<file path="config.mk">
export PLATFORM = sky130hd
export DESIGN_NAME = snake_dir_ctrl
export DESIGN_NICKNAME = d
export VERILOG_FILES = /design/src/rtl/snake_dir_ctrl.sv
export SDC_FILE = /design/constraint.sdc
export NUM_CORES = 1
export LEC_CHECK = 0
export BUFFER_PORTS_ARGS = -buffer_cell sky130_fd_sc_hd__buf_2
export CAP_MARGIN = 20
export CORE_ASPECT_RATIO = 0.7
export CORE_UTILIZATION = 55
export CTS_BUF_LIST = sky130_fd_sc_hd__clkbuf_2
export DETAILED_ROUTE_END_ITERATION = 10
export PLACE_DENSITY_LB_ADDON = 0.15
export SYNTH_ARGS = -nofsm -noshare
export SYNTH_HDL_FRONTEND = slang
export SYNTH_SLANG_ARGS = --single-unit
</file>
<file path="constraint.sdc">
create_clock -name clk -period 3.8 [get_ports clk]
set_clock_uncertainty 0.1 [all_clocks]
set_input_delay 0.76 -clock clk [delete_from_list [all_inputs] [get_ports clk]]
set_output_delay 0.76 -clock clk [all_outputs]
set_load 0.005 [all_outputs]
</file>
<file path="src/rtl/snake_dir_ctrl.sv">
// -----------------------------------------------------------------------------
// snake_dir_ctrl
//
// Turns the keyboard decoder's key-held levels into snake movement control.
// The key levels are synchronised into the clk domain and reduced to one-cycle
// press events. Illegal turns are filtered and up to two pending turns are
// buffered. A free-running tick counter produces the movement step, and each
// step applies one buffered turn.
//
// Parameters:
//   TICK_DIV   - clock cycles per movement step (>= 2)
//
// Ports:
//   clk        - system clock
//   rst_n      - asynchronous active-low reset
//   up/down/left/right - direction key levels (asynchronous to clk)
//   reset_key  - game reset key level (asynchronous to clk)
//   dir        - current direction: 00 up, 01 down, 10 left, 11 right
//   step       - one-cycle pulse per movement tick
//   game_reset - one-cycle pulse per reset-key press
//   q_count    - number of pending turns (0..2)
// -----------------------------------------------------------------------------
module snake_dir_ctrl #(
    parameter int TICK_DIV = 25_000_000
) (
    input  logic       clk,
    input  logic       rst_n,
    input  logic       up,
    input  logic       down,
    input  logic       left,
    input  logic       right,
    input  logic       reset_key,
    output logic [1:0] dir,
    output logic       step,
    output logic       game_reset,
    output logic [1:0] q_count
);

    localparam int             CW       = $clog2(TICK_DIV);
    localparam logic [CW-1:0]  CNT_LAST = CW'(TICK_DIV - 1);

    localparam logic [1:0] DIR_UP    = 2'b00;
    localparam logic [1:0] DIR_DOWN  = 2'b01;
    localparam logic [1:0] DIR_LEFT  = 2'b10;
    localparam logic [1:0] DIR_RIGHT = 2'b11;

    // Key vector bit positions.
    localparam int K_RESET = 4;
    localparam int K_UP    = 3;
    localparam int K_DOWN  = 2;
    localparam int K_LEFT  = 1;
    localparam int K_RIGHT = 0;

    logic [4:0]    key_raw;
    logic [4:0]    sync1;
    logic [4:0]    sync2;
    logic [4:0]    hist;
    logic [4:0]    press;

    logic [CW-1:0] cnt;
    logic [1:0]    q0;          // queue head
    logic [1:0]    q1;          // second entry, valid when q_count == 2

    logic          new_valid;
    logic [1:0]    new_dir;
    logic [1:0]    ref_dir;
    logic          accept;
    logic          wrap;
    logic          pop;

    assign key_raw = {reset_key, up, down, left, right};

    // Rising edge of the synchronised level; releases produce nothing.
    assign press = sync2 & ~hist;

    // NOTE: every signal driven here gets a default first so no path leaves it
    // unassigned, which would otherwise infer a latch.
    always_comb begin
        new_valid = 1'b1;
        new_dir   = DIR_UP;
        if (press[K_UP]) begin
            new_dir = DIR_UP;
        end else if (press[K_DOWN]) begin
            new_dir = DIR_DOWN;
        end else if (press[K_LEFT]) begin
            new_dir = DIR_LEFT;
        end else if (press[K_RIGHT]) begin
            new_dir = DIR_RIGHT;
        end else begin
            new_valid = 1'b0;
        end

        // A new turn is judged against the last direction the snake will have
        // taken, i.e. the queue tail if anything is pending.
        case (q_count)
            2'd0:    ref_dir = dir;
            2'd1:    ref_dir = q0;
            default: ref_dir = q1;
        endcase

        // Same direction or its opposite share the axis bit (bit 1), so one
        // compare rejects both. The full check uses the pre-pop count.
        accept = new_valid && (q_count != 2'd2) && (new_dir[1] != ref_dir[1]);

        wrap = (cnt == CNT_LAST);
        pop  = wrap && (q_count != 2'd0);
    end

    // NOTE: sequential state uses non-blocking assignments only, so every
    // register samples pre-edge values regardless of statement order.
    always_ff @(posedge clk or negedge rst_n) begin
        if (!rst_n) begin
            sync1      <= '0;
            sync2      <= '0;
            hist       <= '0;
            cnt        <= '0;
            step       <= 1'b0;
            game_reset <= 1'b0;
            dir        <= DIR_RIGHT;
            q_count    <= 2'd0;
            // NOTE: the queue storage is reset too; it is two small registers,
            // and a defined value keeps the tail mux free of X in simulation.
            q0         <= DIR_UP;
            q1         <= DIR_UP;
        end else begin
            sync1 <= key_raw;
            sync2 <= sync1;
            hist  <= sync2;

            if (press[K_RESET]) begin
                // Reset key overrides everything else seen on this edge.
                game_reset <= 1'b1;
                cnt        <= '0;
                step       <= 1'b0;
                dir        <= DIR_RIGHT;
                q_count    <= 2'd0;
            end else begin
                game_reset <= 1'b0;
                cnt        <= wrap ? '0 : cnt + CW'(1);
                step       <= wrap;

                if (pop) begin
                    dir <= q0;
                end

                case ({pop, accept})
                    2'b11: begin
                        // Count stays the same: shift and append.
                        if (q_count == 2'd2) begin
                            q0 <= q1;
                            q1 <= new_dir;
                        end else begin
                            q0 <= new_dir;
                        end
                    end
                    2'b10: begin
                        q0      <= q1;
                        q_count <= q_count - 2'd1;
                    end
                    2'b01: begin
                        if (q_count == 2'd0) begin
                            q0 <= new_dir;
                        end else begin
                            q1 <= new_dir;
                        end
                        q_count <= q_count + 2'd1;
                    end
                    default: ;
                endcase
            end
        end
    end

endmodule
</file>
After elaboration in Yosys (flattened, before gate mapping). Index checks and enable logic that the tools add are counted.

Flip-flop bits (word level): 50. Bits of input ports: 7. Logic and storage cells: 61.

$add $sub $neg: 3. Eq/ne operators: 11. Multiplexer cells: 23. Bitwise gates (word level): 3. Reduce and logical (&&, ||, !) cells: 11.

Operators by type and width (number): $mux W25 (2); $add A25 B1 Y25 const B (1); $eq A25 B25 Y1 const B (1); $mux W2 (11); $pmux W2 S2 (3); $ne A2 B2 Y1 const B (4); $eq A2 B2 Y1 const B (3); $mux W1 (6); $pmux W2 S3 (1); $reduce_bool A2 Y1 (3); $reduce_bool A3 Y1 (2); $and A5 B5 Y5 (1); $not A5 Y5 (1); $eq A2 B1 Y1 const B (2); $reduce_and A4 Y1 (1); $logic_and A1 B1 Y1 (3); $reduce_and A3 Y1 (1); $add A2 B1 Y2 const B (1); $logic_not A2 Y1 (1); $sub A2 B1 Y2 const B (1); $ne A1 B1 Y1 (1); $not A1 Y1 (1).

Longest topological paths before layout. Gate-level depths: netlist of run 1.

Depth in word-level cells: 11. Depth in mapped cells: 12. Gate-level depth less buffers: 12.

Least setup slack after synthesis of run 1. No wires, ideal clock.

Path kind: register to register. From: reg cnt[6]. To: reg q0[1]. Library setup time: 125 ps. Arrival: 2924 ps. Required time: 3575 ps. Setup slack: 651 ps. Cell stages (with the launch flop): 10. Path buffers: 1. Period minus slack after synthesis: 3149 ps. Cell sequence: dfrtp_1 > or4_1 > or4b_1 > or3_1 > buf_2 > ha_1 > mux2_2 > a21oi_1 > nor2_1 > mux2_2.

Word-level cells in the longest chain between the ends: 5. Elaborated cells on any way between the ends: 9. Classes of those cells: eq/ne: 5; mux: 1; reduce/logical: 3.

Ends and longest elaborated chain: start, declared (line 60) `logic [CW-1:0] cnt;`; start signal, assigned (line 139) `cnt <= wrap ? '0 : cnt + CW'(1);`; $eq A25 B25 Y1 * (line 105) `wrap = (cnt == CNT_LAST);`; $logic_and A1 B1 Y1 * (line 106) `pop = wrap && (q_count != 2'd0);`; $eq A2 B1 Y1 or $eq A2 B2 Y1 (tied branches) (line 146) `case ({pop, accept})`; $ne A2 B2 Y1 (no source line) or $reduce_bool A3 Y1 (tied branches); $reduce_and A3 Y1 (no source line); end signal, assigned (line 150) `q0 <= q1;`; end signal, assigned (line 153) `q0 <= new_dir;`; end signal, assigned (line 157) `q0 <= q1;`; end, declared (line 61) `logic [1:0] q0;`.

Mark *: on every way between the ends. The rest lies on a longest branch, timed or not. A chain may end at the register's enable or synchronous reset.

Worst setup path in the final report of run 1.
From: reg cnt[8]. To: reg q0[1].

Same word-level chain as after synthesis.

==> flow_metrics.env, run 1 <==
export IMPL_viasPerCell=5.61
export IMPL_max_freq_ghz=0.296
export IMPL_cp_common_cell="mux2_2"
export IMPL_gp_congestion=0.858
export IMPL_synth_nets=227
export IMPL_dr_total_vias=1570
export IMPL_synth_mux_area_fraction=0.0330
export IMPL_vdd_drop_max_mv=0.279
export IMPL_drtAntennaViolNets=0
export IMPL_met3_usage=0.0492
export IMPL_leakagePower_nw=1.16
export IMPL_p_per_area_nw_per_um2=478
export IMPL_crit_path_end_kind="flop"
export IMPL_path_clk_slew_ns=0.27
export IMPL_drt_iter0_drc=109
export IMPL_cts_tree="yes"
export IMPL_hp_start="sync1[3]"
export IMPL_ys_warn_count=0
export IMPL_ff2ff_path_depth=8
export IMPL_yosys_area_share_simple=0.222
export IMPL_setup_viol=0
export IMPL_layout_nets=242
export IMPL_hold_class="reg2reg"
export IMPL_cpLargestDelayFamily="simple AND/OR/NAND/NOR gates"
export IMPL_gr_usage_all_layers=0.213
export IMPL_crit_buf_inv=0
export IMPL_grt_busiest_layer="met2"
export IMPL_place_area_um2=2360
export IMPL_antenna_found_initial=0
export IMPL_drcViolationCount=0
export IMPL_hpwlAfterDp_mm=2.88
export IMPL_crit_chain="or4_1 > or4b_1 > or3_1 > ha_1 > mux2_2 > a21oi_1 > nor2_1 > mux2_2"
export IMPL_initial_core_util=0.576
export IMPL_clk_latency_ns=0.44
export IMPL_required_ns=4.08
export IMPL_ys_ff_latch=50
export IMPL_synth_area_per_cell_um2=10.7
export IMPL_drt_wl_total_mm=3.99
export IMPL_rsz0062_at_grt="no"
export IMPL_r2r_start="cnt[8]"
export IMPL_die_height_um=55.8
export IMPL_drive_above_1_share=0.123
export IMPL_fin_area_um2=2450
export IMPL_wl_per_cell_um=14.2
export IMPL_holdWs_ns=0.287
export IMPL_cts_sinks=50
export IMPL_worst_path_max_delay_cell="or4_1"
export IMPL_grt_use_met2=0.320
export IMPL_grt_max_degree=51
export IMPL_dr_pass1_iters=4
export IMPL_cts_max_level=2
export IMPL_die_w_um=78.8
export IMPL_status="complete, no violations"
export IMPL_post_route_period_util=0.888
export IMPL_use_met1=0.298
export IMPL_slew_violations=0
export IMPL_pre_cts_slack_ns=0.468
export IMPL_start_kind="flop"
export IMPL_hold_path_end="sync2[3]"
export IMPL_min_path_cells=0
export IMPL_crit_arrival_ns=3.65
export IMPL_slew_headroom=0.394
export IMPL_grt_overflow=0
export IMPL_rr_endpoint="q0[1]"
export IMPL_core_area_um2=3950
export IMPL_synth_cell_types=31
export IMPL_cts_resized=0
export IMPL_syn_area_um2=2270
export IMPL_layout_setup_ws_ns=0.425
export IMPL_cts_root_buf="clkbuf_2"
export IMPL_num_rows=19
export IMPL_synth_compound_area_frac=0.0292
export IMPL_r2r_setup_slack_ns=0.42
export IMPL_cts_made_buffers=5
export IMPL_synth_top_family_by_area="simple AND/OR/NAND/NOR gates"
export IMPL_area_growth_synth_to_final_pct=7.71
export IMPL_grt_first_pass_wirelength_mm=7.09
export IMPL_syn_inst=212
export IMPL_die_area_um2=4400
export IMPL_max_stage_delay_ns=0.53
export IMPL_hold_viol_final=0
export IMPL_worst_pin_slew_ns=0.909
export IMPL_seq_area_frac_synth=0.552
export IMPL_synth_xor_area_frac=0.0925
export IMPL_fin_setup_tns_ns=0
export IMPL_antenna_cells=0
export IMPL_worstSetupPathType="reg2reg"
export IMPL_io_buffers=12
export IMPL_io_pins=13
export IMPL_cp_max_fo=6
export IMPL_cts_buffer_depth=2
export IMPL_maxCapViolCount=0
export IMPL_synthAdderAreaFrac=0.0441
export IMPL_first_global_vias=1559
export IMPL_post_route_min_period_ns=3.38
per-stage QoR:
| stage | total power [mW] | utilization | std cells |
|---|---|---|---|
| floorplan | 0.853 | - | 212 |
| global placement | 0.914 | 0.598 | 269 |
| detailed placement | 0.940 | 0.598 | 269 |
| CTS | 1.17 | 0.611 | 277 |
| global route | 1.24 | 0.620 | 280 |
| finish | 1.17 | 0.620 | 280 |
per-layer routing:
| metal | vias to the layer above | share of wire |
|---|---|---|
| met5 | - | 0 |
| met4 | 0 | 0.022 |
| met3 | 12 | 0.053 |
| met2 | 42 | 0.46 |
| met1 | 767 | 0.46 |
| li1 | 749 | - |
cells in the final DEF (no fill, tap or decap), types with 5 or more instances in the layout:
cell type / count
nand2b_1: 8
nor2_1: 36
ha_1: 8
nand4_1: 8
xnor2_1: 6
clkbuf_2: 5
inv_1: 7
a21oi_1: 5
xor2_1: 18
dfrtp_1: 48
buf_2: 13
nand3_1: 12
nand2_1: 10
power breakdown:
group          internal (mW)  switching (mW)  leakage (nW)  total (mW)
sequential             0.587          0.0484         0.643       0.636
combinational          0.134           0.165         0.487       0.300
clock                 0.0523           0.181        0.0339       0.233
worst reg2reg max path, cell delays in order (launching register included):
cell     delay [ns]
dfrtp_1        0.50
or4_1          0.53
or4b_1         0.46
or3_1          0.45
ha_1           0.43
mux2_2         0.35
a21oi_1        0.16
nor2_1         0.06
mux2_2         0.26
worst max-delay path by stage:
| stage | start | to | cells past startpoint |
|---|---|---|---|
| global placement | cnt[6] | q0[1] | 8 |
| floorplan | cnt[6] | q0[1] | 9 |
| finish | cnt[8] | q0[1] | 8 |
| CTS | cnt[6] | q0[1] | 8 |
| global route | cnt[8] | q0[0] | 9 |
| detailed placement | cnt[6] | q0[1] | 8 |
cell type report:
type	instances	area (um^2)
Timing Repair Buffer	15	95.1
Clock buffer	5	25.0
Sequential cell	50	1250
Multi-Input combinational cell	148	956
Clock inverter	3	26.3
Inverter	7	26.3
Fill cell	345	1500
Tap cell	52	65.1
Yosys cell counts:
| cell | count | area share |
|---|---|---|
| and4_1 | 3 | 0.012 |
| nor2_1 | 36 | 0.059 |
| o32ai_1 | 1 | 0.0039 |
| nand4_1 | 8 | 0.022 |
| clkbuf_1 | 3 | 0.0050 |
| mux2_2 | 4 | 0.020 |
| and3_1 | 4 | 0.011 |
| nor3b_1 | 2 | 0.0066 |
| nand3_1 | 12 | 0.026 |
| buf_2 | 2 | 0.0044 |
| inv_1 | 7 | 0.012 |
| buf_4 | 2 | 0.0066 |
| xor2_1 | 18 | 0.069 |
| nor4_1 | 2 | 0.0055 |
| o211a_1 | 1 | 0.0044 |
| o21ai_0 | 1 | 0.0022 |
| nand2b_1 | 8 | 0.022 |
| or4b_1 | 1 | 0.0044 |
| a221oi_1 | 2 | 0.0077 |
| mux2i_1 | 3 | 0.013 |
| dfstp_2 | 2 | 0.023 |
| nor3_1 | 3 | 0.0066 |
| and2_1 | 1 | 0.0028 |
| ha_1 | 8 | 0.044 |
| dfrtp_1 | 48 | 0.53 |
| xnor2_1 | 6 | 0.023 |
| or4_1 | 4 | 0.013 |
| nor2b_1 | 4 | 0.011 |
| a21oi_1 | 5 | 0.011 |
| nand2_1 | 10 | 0.017 |
| or3_1 | 1 | 0.0028 |
flip-flops by register name, summed over array words and instances, names as in the netlist, 2 cells and up:
signal   count
sync2        5
q1           2
q0           2
cnt         25
dir          2
q_count      2
sync1        5
hist         5
repair_timing:
item / in CTS / in global routing
hold endpoints to repair: 0 / 5
hold buffers: 0 / 1
buffers inserted: 0 / 0
cells by family after synthesis:
| family | count (synthesis) |
|---|---|
| and+or+nand+nor | 99 |
| DFF | 50 |
| adders and majority gates | 8 |
| AOI/OAI and AO/OA | 10 |
| buffers and inverters | 14 |
| muxes | 7 |
| xor gates and xnor gates | 24 |
No activity file was read; power rests on OpenSTA's default activity.
==> run 2: changes to the inputs <==
MAX_ROUTING_LAYER = met4   (was unset)
==> run 2 against run 1 <==
Effect of this change: first-iteration DRC count shrank 1.8%; sequential power about the same; count of clock-buffer cells in the layout unchanged; worst hold slack got worse by 0.23 ns; core utilization down 0.25 points; clock power about the same; combinational power hardly changed; global-route usage is 0.52 points higher; power shrank 0.25%; routed wire length about the same; die area is the same; critical path type unchanged; critical endpoint unchanged; largest cell class unchanged; highest routed layer unchanged.
==> flow_metrics.env, run 2 (same netlist as run 1, synthesis figures left out) <==
export IMPL_start_kind="flop"
export IMPL_cts_made_buffers=5
export IMPL_gp_congestion=0.872
export IMPL_required_ns=4.07
export IMPL_die_area_um2=4400
export IMPL_met3_usage=0.0492
export IMPL_vdd_drop_max_mv=0.278
export IMPL_layout_nets=241
export IMPL_worst_pin_slew_ns=0.942
export IMPL_grt_overflow=0
export IMPL_post_route_util=0.618
export IMPL_final_fill_count=346
export IMPL_fin_setup_tns_ns=0
export IMPL_cts_buffer_depth=2
export IMPL_antenna_found_initial=0
export IMPL_hold_viol_final=0
export IMPL_post_route_period_util=0.888
export IMPL_num_rows=19
export IMPL_slew_violations=0
export IMPL_rsz0062_at_grt="no"
export IMPL_r2r_start="cnt[8]"
export IMPL_initial_core_util=0.576
export IMPL_first_global_vias=1570
export IMPL_drive_above_1_share=0.123
export IMPL_cts_max_level=2
export IMPL_status="complete, no violations"
export IMPL_path_clk_slew_ns=0.26
export IMPL_final_cells=279
export IMPL_cts_root_buf="clkbuf_2"
export IMPL_grt_max_degree=51
export IMPL_cts_sinks=50
export IMPL_cp_max_fo=6
export IMPL_drcViolationCount=0
export IMPL_viasPerCell=5.60
export IMPL_hpwlAfterDp_mm=2.88
export IMPL_grt_first_pass_wirelength_mm=7.08
export IMPL_crit_path_end_kind="flop"
export IMPL_dp_cells=269
export IMPL_die_height_um=55.8
export IMPL_dr_total_vias=1562
export IMPL_setup_viol=0
export IMPL_combPwrFrac=0.257
export IMPL_io_pins=13
export IMPL_area_growth_synth_to_final_pct=7.27
export IMPL_r2r_setup_slack_ns=0.42
export IMPL_mostFrequentLayoutCell="dfrtp_1"
export IMPL_rr_endpoint="q0[1]"
export IMPL_leakagePower_nw=1.16
export IMPL_ff2ff_path_depth=8
export IMPL_netSwitchingFraction=0.337
export IMPL_dr_pass1_iters=4
export IMPL_post_route_min_period_ns=3.38
export IMPL_postCtsSetupRepairBufs=0
export IMPL_use_met1=0.293
export IMPL_clk_latency_ns=0.44
export IMPL_holdBufCountCts=0
export IMPL_die_w_um=78.8
export IMPL_core_area_um2=3950
export IMPL_grt_use_met2=0.323
export IMPL_hold_class="in2async"
export IMPL_antenna_cells=0
export IMPL_power_share_clock=0.198
export IMPL_maxCapViolCount=0
export IMPL_cts_resized=0
export IMPL_crit_arrival_ns=3.65
export IMPL_final_cell_mix="48 x dfrtp_1, 36 x nor2_1, 18 x xor2_1, 13 x buf_2, 12 x nand3_1"
export IMPL_gr_usage_all_layers=0.218
export IMPL_drt_iter0_drc=107
export IMPL_power_switching_mw=0.393
export IMPL_p_per_area_nw_per_um2=478
export IMPL_io_buffers=12
export IMPL_cts_tree="yes"
export IMPL_seqPwrFrac=0.545
export IMPL_largest_register_ffs=25
export IMPL_drt_wl_total_mm=3.99
export IMPL_wl_per_cell_um=14.3
export IMPL_worstSetupPathType="reg2reg"
export IMPL_slew_headroom=0.372
export IMPL_regMostFlops="cnt"
export IMPL_internal_power_mw=0.773
export IMPL_drtAntennaViolNets=0
export IMPL_max_freq_ghz=0.296
export IMPL_grt_busiest_layer="met2"
## run 2: cell types whose count changed in the layout (fill, tap and decap cells not counted)
cell / delta
dlygate4sd3_1: -1
## run 2: power by group through the flow
stage	registers [mW]	logic [mW]	clock network [mW]
finish	0.636	0.299	0.231
CTS	0.636	0.296	0.241
detailed placement	0.645	0.294	0
global route	0.646	0.335	0.263
global placement	0.640	0.274	0
floorplan	0.632	0.221	0
## run 2: layout make-up
type                    count  area [um^2]  area share
well taps                  52         65.1      0.0267
repair buffers             14         85.1      0.0349
inverters                   7         26.3      0.0108
multi-input cells         148          956       0.392
clock inverters             3         26.3      0.0108
flip-flops and latches     50         1250       0.514
clock buffers               5         25.0      0.0103
## run 2: worst max-delay path: stages (launching register included)
cell	delay (ns)
dfrtp_1	0.50
or4_1	0.53
or4b_1	0.46
or3_1	0.45
ha_1	0.43
mux2_2	0.35
a21oi_1	0.16
nor2_1	0.06
mux2_2	0.26
## run 2: stage by stage
stage               total power [mW]  hold slack (ns)  instance area, um^2  setup slack [ns]
global placement               0.914            0.232                 2360             0.578
finish                          1.17           0.0550                 2440             0.425
floorplan                      0.853            0.231                 2270             0.651
global route                    1.24           0.0379                 2440             0.292
CTS                             1.17            0.265                 2410             0.448
detailed placement             0.940            0.236                 2360             0.468
## run 2: worst max-delay path by stage
stage               endpoint  slack, ns  cells after the start  startpoint
global route           q0[0]       0.29                      9      cnt[8]
floorplan              q0[1]       0.65                      9      cnt[6]
finish                 q0[1]       0.42                      8      cnt[8]
global placement       q0[1]       0.58                      8      cnt[6]
detailed placement     q0[1]       0.47                      8      cnt[6]
CTS                    q0[1]       0.45                      8      cnt[6]
## run 2: layer usage
layer	up-vias	share of wire
met5	-	0
met4	0	0.018
met3	9	0.047
met2	41	0.46
met1	769	0.48
li1	743	-
